<file path="config.mk">
export PLATFORM = sky130hd
export DESIGN_NAME = ahb_uart_lite
export DESIGN_NICKNAME = d
export VERILOG_FILES = /design/src/rtl/uart_pkg.sv /design/src/rtl/sync_fifo.sv /design/src/rtl/ahb_uart_lite.sv
export SDC_FILE = /design/constraint.sdc
export NUM_CORES = 1
export LEC_CHECK = 0
export CAP_MARGIN = 20
export CORE_MARGIN = 2
export CORE_UTILIZATION = 55
export DETAILED_ROUTE_END_ITERATION = 6
export DONT_BUFFER_PORTS = 1
export PLACE_DENSITY_LB_ADDON = 0.3
export SYNTH_ARGS = -nofsm -noshare
export SYNTH_HDL_FRONTEND = slang
export SYNTH_SLANG_ARGS = --single-unit
</file>
<file path="constraint.sdc">
create_clock -name clk_100mhz -period 6.4 [get_ports clk_100mhz]
set_input_delay 1.28 -clock clk_100mhz [delete_from_list [all_inputs] [get_ports clk_100mhz]]
set_output_delay 1.28 -clock clk_100mhz [all_outputs]
set_load 0.05 [all_outputs]
</file>
<file path="src/rtl/uart_pkg.sv">
// Shared definitions for the AHB-Lite UART: register map,
// STATUS bit layout and serial line FSM encodings.
package uart_pkg;

    localparam int OVERSAMPLE = 16;

    localparam logic [1:0] UART_DATA   = 2'd0;
    localparam logic [1:0] UART_STATUS = 2'd1;
    localparam logic [1:0] UART_BAUD   = 2'd2;
    localparam logic [1:0] UART_CTRL   = 2'd3;

    localparam int ST_TX_FULL  = 0;
    localparam int ST_TX_EMPTY = 1;
    localparam int ST_RX_EMPTY = 2;
    localparam int ST_RX_FULL  = 3;
    localparam int ST_TX_OVF   = 4;
    localparam int ST_RX_OVR   = 5;
    localparam int ST_FERR     = 6;
    localparam int ST_TX_BUSY  = 7;
    localparam int ST_RX_LEVEL = 8;
    localparam int ST_TX_LEVEL = 16;

    typedef enum logic [1:0] {
        TX_IDLE,
        TX_START,
        TX_DATA,
        TX_STOP
    } tx_state_t;

    typedef enum logic [1:0] {
        RX_IDLE,
        RX_START,
        RX_DATA,
        RX_STOP
    } rx_state_t;

endpackage

</file>
<file path="src/rtl/sync_fifo.sv">
// Single-clock first-word-fall-through FIFO with occupancy count.
// A push into a full FIFO is accepted only when a pop frees a slot.
module sync_fifo #(
    parameter int WIDTH = 8,
    parameter int DEPTH = 16
) (
    input  logic                   clk_100mhz,
    input  logic                   sys_rst_n,
    input  logic                   push,
    input  logic [WIDTH-1:0]       push_data,
    input  logic                   pop,
    output logic [WIDTH-1:0]       pop_data,
    output logic                   full,
    output logic                   empty,
    output logic [$clog2(DEPTH):0] level
);

    localparam int AW = $clog2(DEPTH);
    localparam logic [AW:0] FULL_CNT = DEPTH[AW:0];

    logic [WIDTH-1:0] mem [DEPTH];
    logic [AW-1:0]    wr_ptr;
    logic [AW-1:0]    rd_ptr;
    logic [AW:0]      count;
    logic             do_push;
    logic             do_pop;

    assign full     = (count == FULL_CNT);
    assign empty    = (count == '0);
    assign level    = count;
    assign pop_data = mem[rd_ptr];
    assign do_pop   = pop & ~empty;
    assign do_push  = push & (~full | do_pop);

    always_ff @(posedge clk_100mhz) begin
        if (do_push) begin
            mem[wr_ptr] <= push_data;
        end
    end

    always_ff @(posedge clk_100mhz or negedge sys_rst_n) begin
        if (!sys_rst_n) begin
            wr_ptr <= '0;
            rd_ptr <= '0;
            count  <= '0;
        end else begin
            if (do_push) begin
                wr_ptr <= wr_ptr + 1'b1;
            end
            if (do_pop) begin
                rd_ptr <= rd_ptr + 1'b1;
            end
            unique case ({do_push, do_pop})
                2'b10:   count <= count + 1'b1;
                2'b01:   count <= count - 1'b1;
                default: count <= count;
            endcase
        end
    end

endmodule

</file>
<file path="src/rtl/ahb_uart_lite.sv">
// AHB-Lite UART, 8N1 with 16x oversampling, TX/RX FIFOs,
// programmable baud divisor and a registered level interrupt.
module ahb_uart_lite
    import uart_pkg::*;
#(
    parameter int ADDR_WIDTH  = 32,
    parameter int FIFO_DEPTH  = 16,
    parameter int DEFAULT_DIV = 54
) (
    input  logic                  clk_100mhz,
    input  logic                  sys_rst_n,
    input  logic [ADDR_WIDTH-1:0] haddr,
    input  logic [31:0]           hwdata,
    output logic [31:0]           hrdata,
    input  logic                  hwrite,
    input  logic [1:0]            htrans,
    input  logic                  hsel,
    output logic                  hready,
    output logic                  hresp,
    output logic                  uart_tx,
    input  logic                  uart_rx,
    output logic                  irq
);

    localparam int LW = $clog2(FIFO_DEPTH) + 1;
    localparam logic [3:0] LAST_TICK = 4'(OVERSAMPLE - 1);
    localparam logic [3:0] MID_TICK  = 4'(OVERSAMPLE / 2 - 1);

    logic          dp_valid;
    logic          dp_write;
    logic [1:0]    dp_addr;
    logic [15:0]   baud;
    logic [2:0]    ctrl;
    logic          tx_ovf;
    logic          rx_ovr;
    logic          ferr;
    logic [31:0]   status;

    logic          data_wr, data_rd, stat_wr, baud_wr, ctrl_wr;
    logic          tx_ovf_set, rx_ovr_set;

    logic          tx_push, tx_pop, tx_full, tx_empty;
    logic [7:0]    tx_head;
    logic [LW-1:0] tx_level;
    logic          rx_push, rx_pop, rx_full, rx_empty;
    logic [7:0]    rx_head;
    logic [LW-1:0] rx_level;

    logic [15:0]   div_eff;
    logic [15:0]   tick_cnt;
    logic          tick;

    tx_state_t     tx_state, tx_next;
    logic [3:0]    tx_tcnt;
    logic [2:0]    tx_bcnt;
    logic [7:0]    tx_shift;
    logic          tx_load;
    logic          tx_bit_end;
    logic          tx_busy;

    rx_state_t     rx_state, rx_next;
    logic [3:0]    rx_tcnt;
    logic [2:0]    rx_bcnt;
    logic [7:0]    rx_shift;
    logic          rx_meta, rx_sync, rx_prev;
    logic          rx_fall, rx_mid, rx_bit_end, ferr_set;

    logic          unused_ok;

    assign hready    = 1'b1;
    assign hresp     = 1'b0;
    assign unused_ok = ^{haddr[ADDR_WIDTH-1:4], haddr[1:0],
                         hwdata[31:16], htrans[0]};

    assign data_wr = dp_valid & dp_write & (dp_addr == UART_DATA);
    assign data_rd = dp_valid & ~dp_write & (dp_addr == UART_DATA);
    assign stat_wr = dp_valid & dp_write & (dp_addr == UART_STATUS);
    assign baud_wr = dp_valid & dp_write & (dp_addr == UART_BAUD);
    assign ctrl_wr = dp_valid & dp_write & (dp_addr == UART_CTRL);

    assign tx_push    = data_wr;
    assign rx_pop     = data_rd & ~rx_empty;
    assign tx_ovf_set = data_wr & tx_full & ~tx_pop;
    assign rx_ovr_set = rx_push & rx_full & ~rx_pop;

    sync_fifo #(.WIDTH(8), .DEPTH(FIFO_DEPTH)) u_tx_fifo (
        .clk_100mhz (clk_100mhz),
        .sys_rst_n  (sys_rst_n),
        .push       (tx_push),
        .push_data  (hwdata[7:0]),
        .pop        (tx_pop),
        .pop_data   (tx_head),
        .full       (tx_full),
        .empty      (tx_empty),
        .level      (tx_level)
    );

    sync_fifo #(.WIDTH(8), .DEPTH(FIFO_DEPTH)) u_rx_fifo (
        .clk_100mhz (clk_100mhz),
        .sys_rst_n  (sys_rst_n),
        .push       (rx_push),
        .push_data  (rx_shift),
        .pop        (rx_pop),
        .pop_data   (rx_head),
        .full       (rx_full),
        .empty      (rx_empty),
        .level      (rx_level)
    );

    // AHB address phase capture and register state
    always_ff @(posedge clk_100mhz or negedge sys_rst_n) begin
        if (!sys_rst_n) begin
            dp_valid <= 1'b0;
            dp_write <= 1'b0;
            dp_addr  <= '0;
            baud     <= 16'(DEFAULT_DIV);
            ctrl     <= '0;
            tx_ovf   <= 1'b0;
            rx_ovr   <= 1'b0;
            ferr     <= 1'b0;
            irq      <= 1'b0;
        end else begin
            dp_valid <= hsel & htrans[1];
            if (hsel && htrans[1]) begin
                dp_addr  <= haddr[3:2];
                dp_write <= hwrite;
            end
            if (baud_wr) begin
                baud <= hwdata[15:0];
            end
            if (ctrl_wr) begin
                ctrl <= hwdata[2:0];
            end
            tx_ovf <= tx_ovf_set | (tx_ovf & ~(stat_wr & hwdata[ST_TX_OVF]));
            rx_ovr <= rx_ovr_set | (rx_ovr & ~(stat_wr & hwdata[ST_RX_OVR]));
            ferr   <= ferr_set   | (ferr   & ~(stat_wr & hwdata[ST_FERR]));
            irq    <= (ctrl[0] & ~rx_empty) | (ctrl[1] & tx_empty)
                    | (ctrl[2] & (tx_ovf | rx_ovr | ferr));
        end
    end

    always_comb begin
        status = '0;
        status[ST_TX_FULL]  = tx_full;
        status[ST_TX_EMPTY] = tx_empty;
        status[ST_RX_EMPTY] = rx_empty;
        status[ST_RX_FULL]  = rx_full;
        status[ST_TX_OVF]   = tx_ovf;
        status[ST_RX_OVR]   = rx_ovr;
        status[ST_FERR]     = ferr;
        status[ST_TX_BUSY]  = tx_busy;
        status[ST_RX_LEVEL +: 5] = 5'(rx_level);
        status[ST_TX_LEVEL +: 5] = 5'(tx_level);
    end

    always_comb begin
        hrdata = '0;
        if (dp_valid && !dp_write) begin
            unique case (dp_addr)
                UART_DATA:   hrdata = {24'b0, rx_empty ? 8'h00 : rx_head};
                UART_STATUS: hrdata = status;
                UART_BAUD:   hrdata = {16'b0, baud};
                UART_CTRL:   hrdata = {29'b0, ctrl};
            endcase
        end
    end

    // Oversampling tick; a BAUD write restarts the period
    assign div_eff = (baud == 16'd0) ? 16'd1 : baud;
    assign tick    = (tick_cnt >= div_eff - 16'd1);

    always_ff @(posedge clk_100mhz or negedge sys_rst_n) begin
        if (!sys_rst_n) begin
            tick_cnt <= '0;
        end else if (baud_wr || tick) begin
            tick_cnt <= '0;
        end else begin
            tick_cnt <= tick_cnt + 16'd1;
        end
    end

    // Transmitter
    assign tx_bit_end = tick & (tx_tcnt == LAST_TICK);
    assign tx_pop     = tx_load;

    always_ff @(posedge clk_100mhz or negedge sys_rst_n) begin
        if (!sys_rst_n) begin
            tx_state <= TX_IDLE;
            tx_tcnt  <= '0;
            tx_bcnt  <= '0;
            tx_shift <= '0;
        end else begin
            tx_state <= tx_next;
            if (tx_load) begin
                tx_shift <= tx_head;
                tx_tcnt  <= '0;
                tx_bcnt  <= '0;
            end else if (tick && tx_state != TX_IDLE) begin
                tx_tcnt <= tx_tcnt + 4'd1;
                if (tx_state == TX_DATA && tx_tcnt == LAST_TICK) begin
                    tx_shift <= tx_shift >> 1;
                    tx_bcnt  <= tx_bcnt + 3'd1;
                end
            end
        end
    end

    always_comb begin
        tx_next = tx_state;
        tx_load = 1'b0;
        unique case (tx_state)
            TX_IDLE: begin
                if (tick && !tx_empty) begin
                    tx_next = TX_START;
                    tx_load = 1'b1;
                end
            end
            TX_START: begin
                if (tx_bit_end) tx_next = TX_DATA;
            end
            TX_DATA: begin
                if (tx_bit_end && tx_bcnt == 3'd7) tx_next = TX_STOP;
            end
            TX_STOP: begin
                if (tx_bit_end) begin
                    tx_next = tx_empty ? TX_IDLE : TX_START;
                    tx_load = ~tx_empty;
                end
            end
        endcase
    end

    always_comb begin
        tx_busy = (tx_state != TX_IDLE);
        unique case (tx_state)
            TX_START: uart_tx = 1'b0;
            TX_DATA:  uart_tx = tx_shift[0];
            default:  uart_tx = 1'b1;
        endcase
    end

    // Receiver: synchronizer plus one extra flop for edge detect
    always_ff @(posedge clk_100mhz or negedge sys_rst_n) begin
        if (!sys_rst_n) begin
            rx_meta <= 1'b1;
            rx_sync <= 1'b1;
            rx_prev <= 1'b1;
        end else begin
            rx_meta <= uart_rx;
            rx_sync <= rx_meta;
            rx_prev <= rx_sync;
        end
    end

    assign rx_fall    = rx_prev & ~rx_sync;
    assign rx_mid     = (rx_state == RX_START) & (rx_tcnt == MID_TICK);
    assign rx_bit_end = tick & (rx_tcnt == LAST_TICK);

    always_ff @(posedge clk_100mhz or negedge sys_rst_n) begin
        if (!sys_rst_n) begin
            rx_state <= RX_IDLE;
            rx_tcnt  <= '0;
            rx_bcnt  <= '0;
            rx_shift <= '0;
        end else begin
            rx_state <= rx_next;
            if (rx_state == RX_IDLE) begin
                rx_tcnt <= '0;
                rx_bcnt <= '0;
            end else if (tick) begin
                rx_tcnt <= rx_mid ? 4'd0 : rx_tcnt + 4'd1;
                if (rx_state == RX_DATA && rx_tcnt == LAST_TICK) begin
                    rx_shift <= {rx_sync, rx_shift[7:1]};
                    rx_bcnt  <= rx_bcnt + 3'd1;
                end
            end
        end
    end

    always_comb begin
        rx_next  = rx_state;
        rx_push  = 1'b0;
        ferr_set = 1'b0;
        unique case (rx_state)
            RX_IDLE: begin
                if (rx_fall) rx_next = RX_START;
            end
            RX_START: begin
                if (tick && rx_mid) rx_next = rx_sync ? RX_IDLE : RX_DATA;
            end
            RX_DATA: begin
                if (rx_bit_end && rx_bcnt == 3'd7) rx_next = RX_STOP;
            end
            RX_STOP: begin
                if (rx_bit_end) begin
                    rx_next  = RX_IDLE;
                    rx_push  = rx_sync;
                    ferr_set = ~rx_sync;
                end
            end
        endcase
    end

endmodule

</file>
==> results of run 1 <==
## placed cells by master (no fill, tap or decap), types with 6 or more instances in the layout
cell,count
clkbuf_1,9
nand2b_1,6
a21oi_1,29
xnor2_1,29
inv_1,29
and3_1,31
a22oi_1,12
ha_1,45
nand2_1,44
and2_1,14
edfxtp_1,256
nand3_1,20
o22ai_1,8
o221ai_1,12
clkinv_1,6
nor2_1,59
a21o_1,6
conb_1,13
o21ai_0,21
mux2_2,41
nor2b_1,14
xor2_1,23
buf_4,18
dfrtp_1,97
clkbuf_16,39
mux4_2,59
nand4_1,12
mux2i_1,40
dfstp_2,7
## sequential cells by signal (all words and copies together), names as in the netlist, 4 cells and up, named ones only
register          flops
u_rx_fifo.mem       128
u_tx_fifo.mem       128
baud                 16
tick_cnt             16
rx_shift              8
tx_shift              8
u_rx_fifo.level       5
u_tx_fifo.level       5
rx_tcnt               4
tx_tcnt               4
u_rx_fifo.rd_ptr      4
u_rx_fifo.wr_ptr      4
u_tx_fifo.rd_ptr      4
u_tx_fifo.wr_ptr      4
## layout make-up
class,count,area (sq um)
multi-input combinational,609,5400
tap,384,480
inverter,30,113
clock buffer,51,1050
timing repair buffer,18,135
clock inverter,21,272
sequential,362,10400
fill,2080,11000
## stage by stage
step           setup slack [ps]  hold slack [ps]  utilization [%]
2_1_floorplan               814              345                -
3_3_place_gp                599              348             57.2
3_5_place_dp                456              347             57.2
4_1_cts                     432              357             61.8
5_1_grt                    40.7              362             61.8
6_report                    471              359             61.8
## cell usage after synthesis (all sizes together), types with 23 or more instances
master / n / area share, %
mux2i: 40 / 2.5
edfxtp: 256 / 48
nand2: 45 / 1.1
dfrtp: 99 / 15
and3: 32 / 1.3
xnor2: 29 / 1.6
inv: 29 / 0.68
ha: 46 / 3.6
xor2: 23 / 1.3
a21oi: 29 / 0.90
mux4: 59 / 8.3
nor2: 59 / 1.4
buf: 36 / 1.4
mux2: 42 / 2.9
## kinds of logic (layout without fill, tap and decap cells)
group / count (synthesis) / count (layout) / share of synthesized area (%)
buf+inv: 87 / 120 / 2.63
compound gates: 125 / 125 / 5.32
flops: 362 / 362 / 64.3
simple gates: 231 / 231 / 7.51
mux: 141 / 141 / 13.7
other cells: 2 / 13 / 0.0466
xor+xnor: 52 / 52 / 2.83
fa+ha+maj: 47 / 47 / 3.70
## worst max-delay path, delay by kind of cell, from the launching register on
kind                     cells  cell delay (ps)
AO/OA/AOI/OAI                5              980
flip-flops                   1              440
buffers and inverters        2              400
AND/OR/NAND/NOR             11             2430
XOR/XNOR                     3              480
adder cells (fa/ha/maj)      4             1080
## where the power goes
group | switching, mW | internal, mW
sequential | 0.205 | 2.63
clock | 0.905 | 1.37
combinational | 0.352 | 0.288
total | 1.46 | 4.29
## worst min-delay path by stage
| stage | cells past startpoint | slack (ps) | endpoint |
|---|---|---|---|
| 2_1_floorplan | 0 | 350 | rx_sync |
| 3_3_place_gp | 0 | 350 | rx_sync |
| 3_5_place_dp | 0 | 350 | rx_sync |
| 4_1_cts | 0 | 360 | rx_sync |
| 5_1_grt | 0 | 360 | rx_sync |
| 6_report | 0 | 360 | rx_sync |
## per-layer routing
| layer | vias to the layer above | routed length, um | global-route usage (%) |
|---|---|---|---|
| met2 | 205 | 16500 | 37.4 |
| met1 | 4532 | 14100 | 30.5 |
| li1 | 4010 | - | - |
| met3 | 61 | 1490 | 3.13 |
| met4 | 0 | 901 | 6.63 |
| met5 | - | 0 | 0 |
==> summary.md, run 1 <==
| Metric | Value |
|---|---|
| Status | `finished, final reports clean` |
| Mapped Cells | `1047` |
| Slew @ Worst Pin | `1210 ps` |
| Initial core utilization | `55.9%` |
| Post-Syn Area per Cell | `15.4 sq um` |
| H-tree lvl count | `2` |
| Max frequency | `169 MHz` |
| Worst reg-to-reg path cell count | `25` |
| RR Startpoint | `baud[7]` |
| LEAKAGE | `6.10 nW` |
| Seq cells post-synth | `362` |
| Hold Buf Count CTS | `0` |
| Horiz. Die Dim | `175 um` |
| Netlist Area Pre-Place | `16100 sq um` |
| Main synth FF type | `edfxtp_1` |
| Setup TNS | `0 ps` |
| Layout cells sized above 1 | `18.8%` |
| Post-CTS Setup Bufs | `0` |
| Standard-cell row count | `62` |
| Clock-pin slew on the worst setup and hold paths | `60 ps` |
| Dpl hpwl | `21400 um` |
| Largest net degree at the start of global routing | `107` |
| Max FO, Critical Path | `30` |
| R2r setup slk | `470 ps` |
| Slowest cell delay on critical path | `580 ps` |
| Max_cap viols | `0` |
| I/O pins | `107` |
| Worst Setup Path Type | `reg2reg` |
| WL/cell | `22.4 um` |
| Maximum vdd drop | `0.360 mV` |
| Pwr/cell area | `323 nW/um^2` |
| Resize count post-CTS | `0` |
| Core area | `28800 sq um` |
| Clock root cell | `clkbuf_16` |
| Worst Setup EP | `u_tx_fifo.level[4]` |
| Asr flop ratio synth | `29.3%` |
| Gr usage total | `22.3%` |
| Crit path from | `baud[7]` |
| Vias in the first global route | `8931` |
| Finished Layout Cells | `1475` |
| Worst EP required | `6810 ps` |
| Clock network latency to the later pin of the worst-skew pair | `530 ps` |
| Hold Crit Class | `reg2reg` |
| CP arrival | `6330 ps` |
| Clock sink total | `362` |
| Yosys warning count | `0` |
| Setup Viol. Count Final | `0` |
| Initial antenna violation count | `0` |
| DR vias | `8808` |
| Startpoint types | `register` |
| Via density | `5.97` |
| Antenna-violating nets left | `0` |
| Synthesis-to-finish area growth | `10.6%` |
| Sequential area share after synthesis | `64.3%` |
| Reg-to-reg critical path endpoint | `u_tx_fifo.level[4]` |
| First-pass GRT wire length | `52200 um` |
| Post-route cell area | `17800 sq um` |
| PnR Total Power | `5.75 mW` |
| Fin Clk Skew | `15.4 ps` |
| Post-DP Area | `16500 sq um` |
| Slowest CP cell | `or4_1` |
| Hold Fails Final Rpt | `0` |
| Unrepaired setup endpoints after global routing | `false` |
| Nets | `1178` |
| Slew Limit Headroom | `19.4%` |
| First-pass DRT Iterations | `5` |
| Crit. End Element | `register` |
| Netlist cell types | `68` |
| # diodes | `0` |
| Detailed-route DRC error count | `0` |
| Inst Count DP | `1403` |
| Die Y | `175 um` |
| Total gr overflow | `0` |
| Die area | `30700 sq um` |
| Final worst-path cycle share | `92.6%` |
| Number of CTS-inserted buffers | `39` |
| Number of DRC markers in iteration 0 | `790` |
| Routability cong. | `0.837` |
| Clock buffer depth | `3` |
| Final wirelength | `33000 um` |
| Post-layout min period | `5930 ps` |
| HP Start | `rx_meta` |
| Max-slew violations | `0` |
| Post-synth EDFFs | `256` |
| PortBufs | `0` |
| CTS tree | `done` |
(Power assumes the default switching activity.)
==> run 2, diff against run 1 <==
- SETUP_SLACK_MARGIN: not set -> 0.02
==> results of run 2 <==
No change in the layout: final DEF, timing and power equal those of run 1.
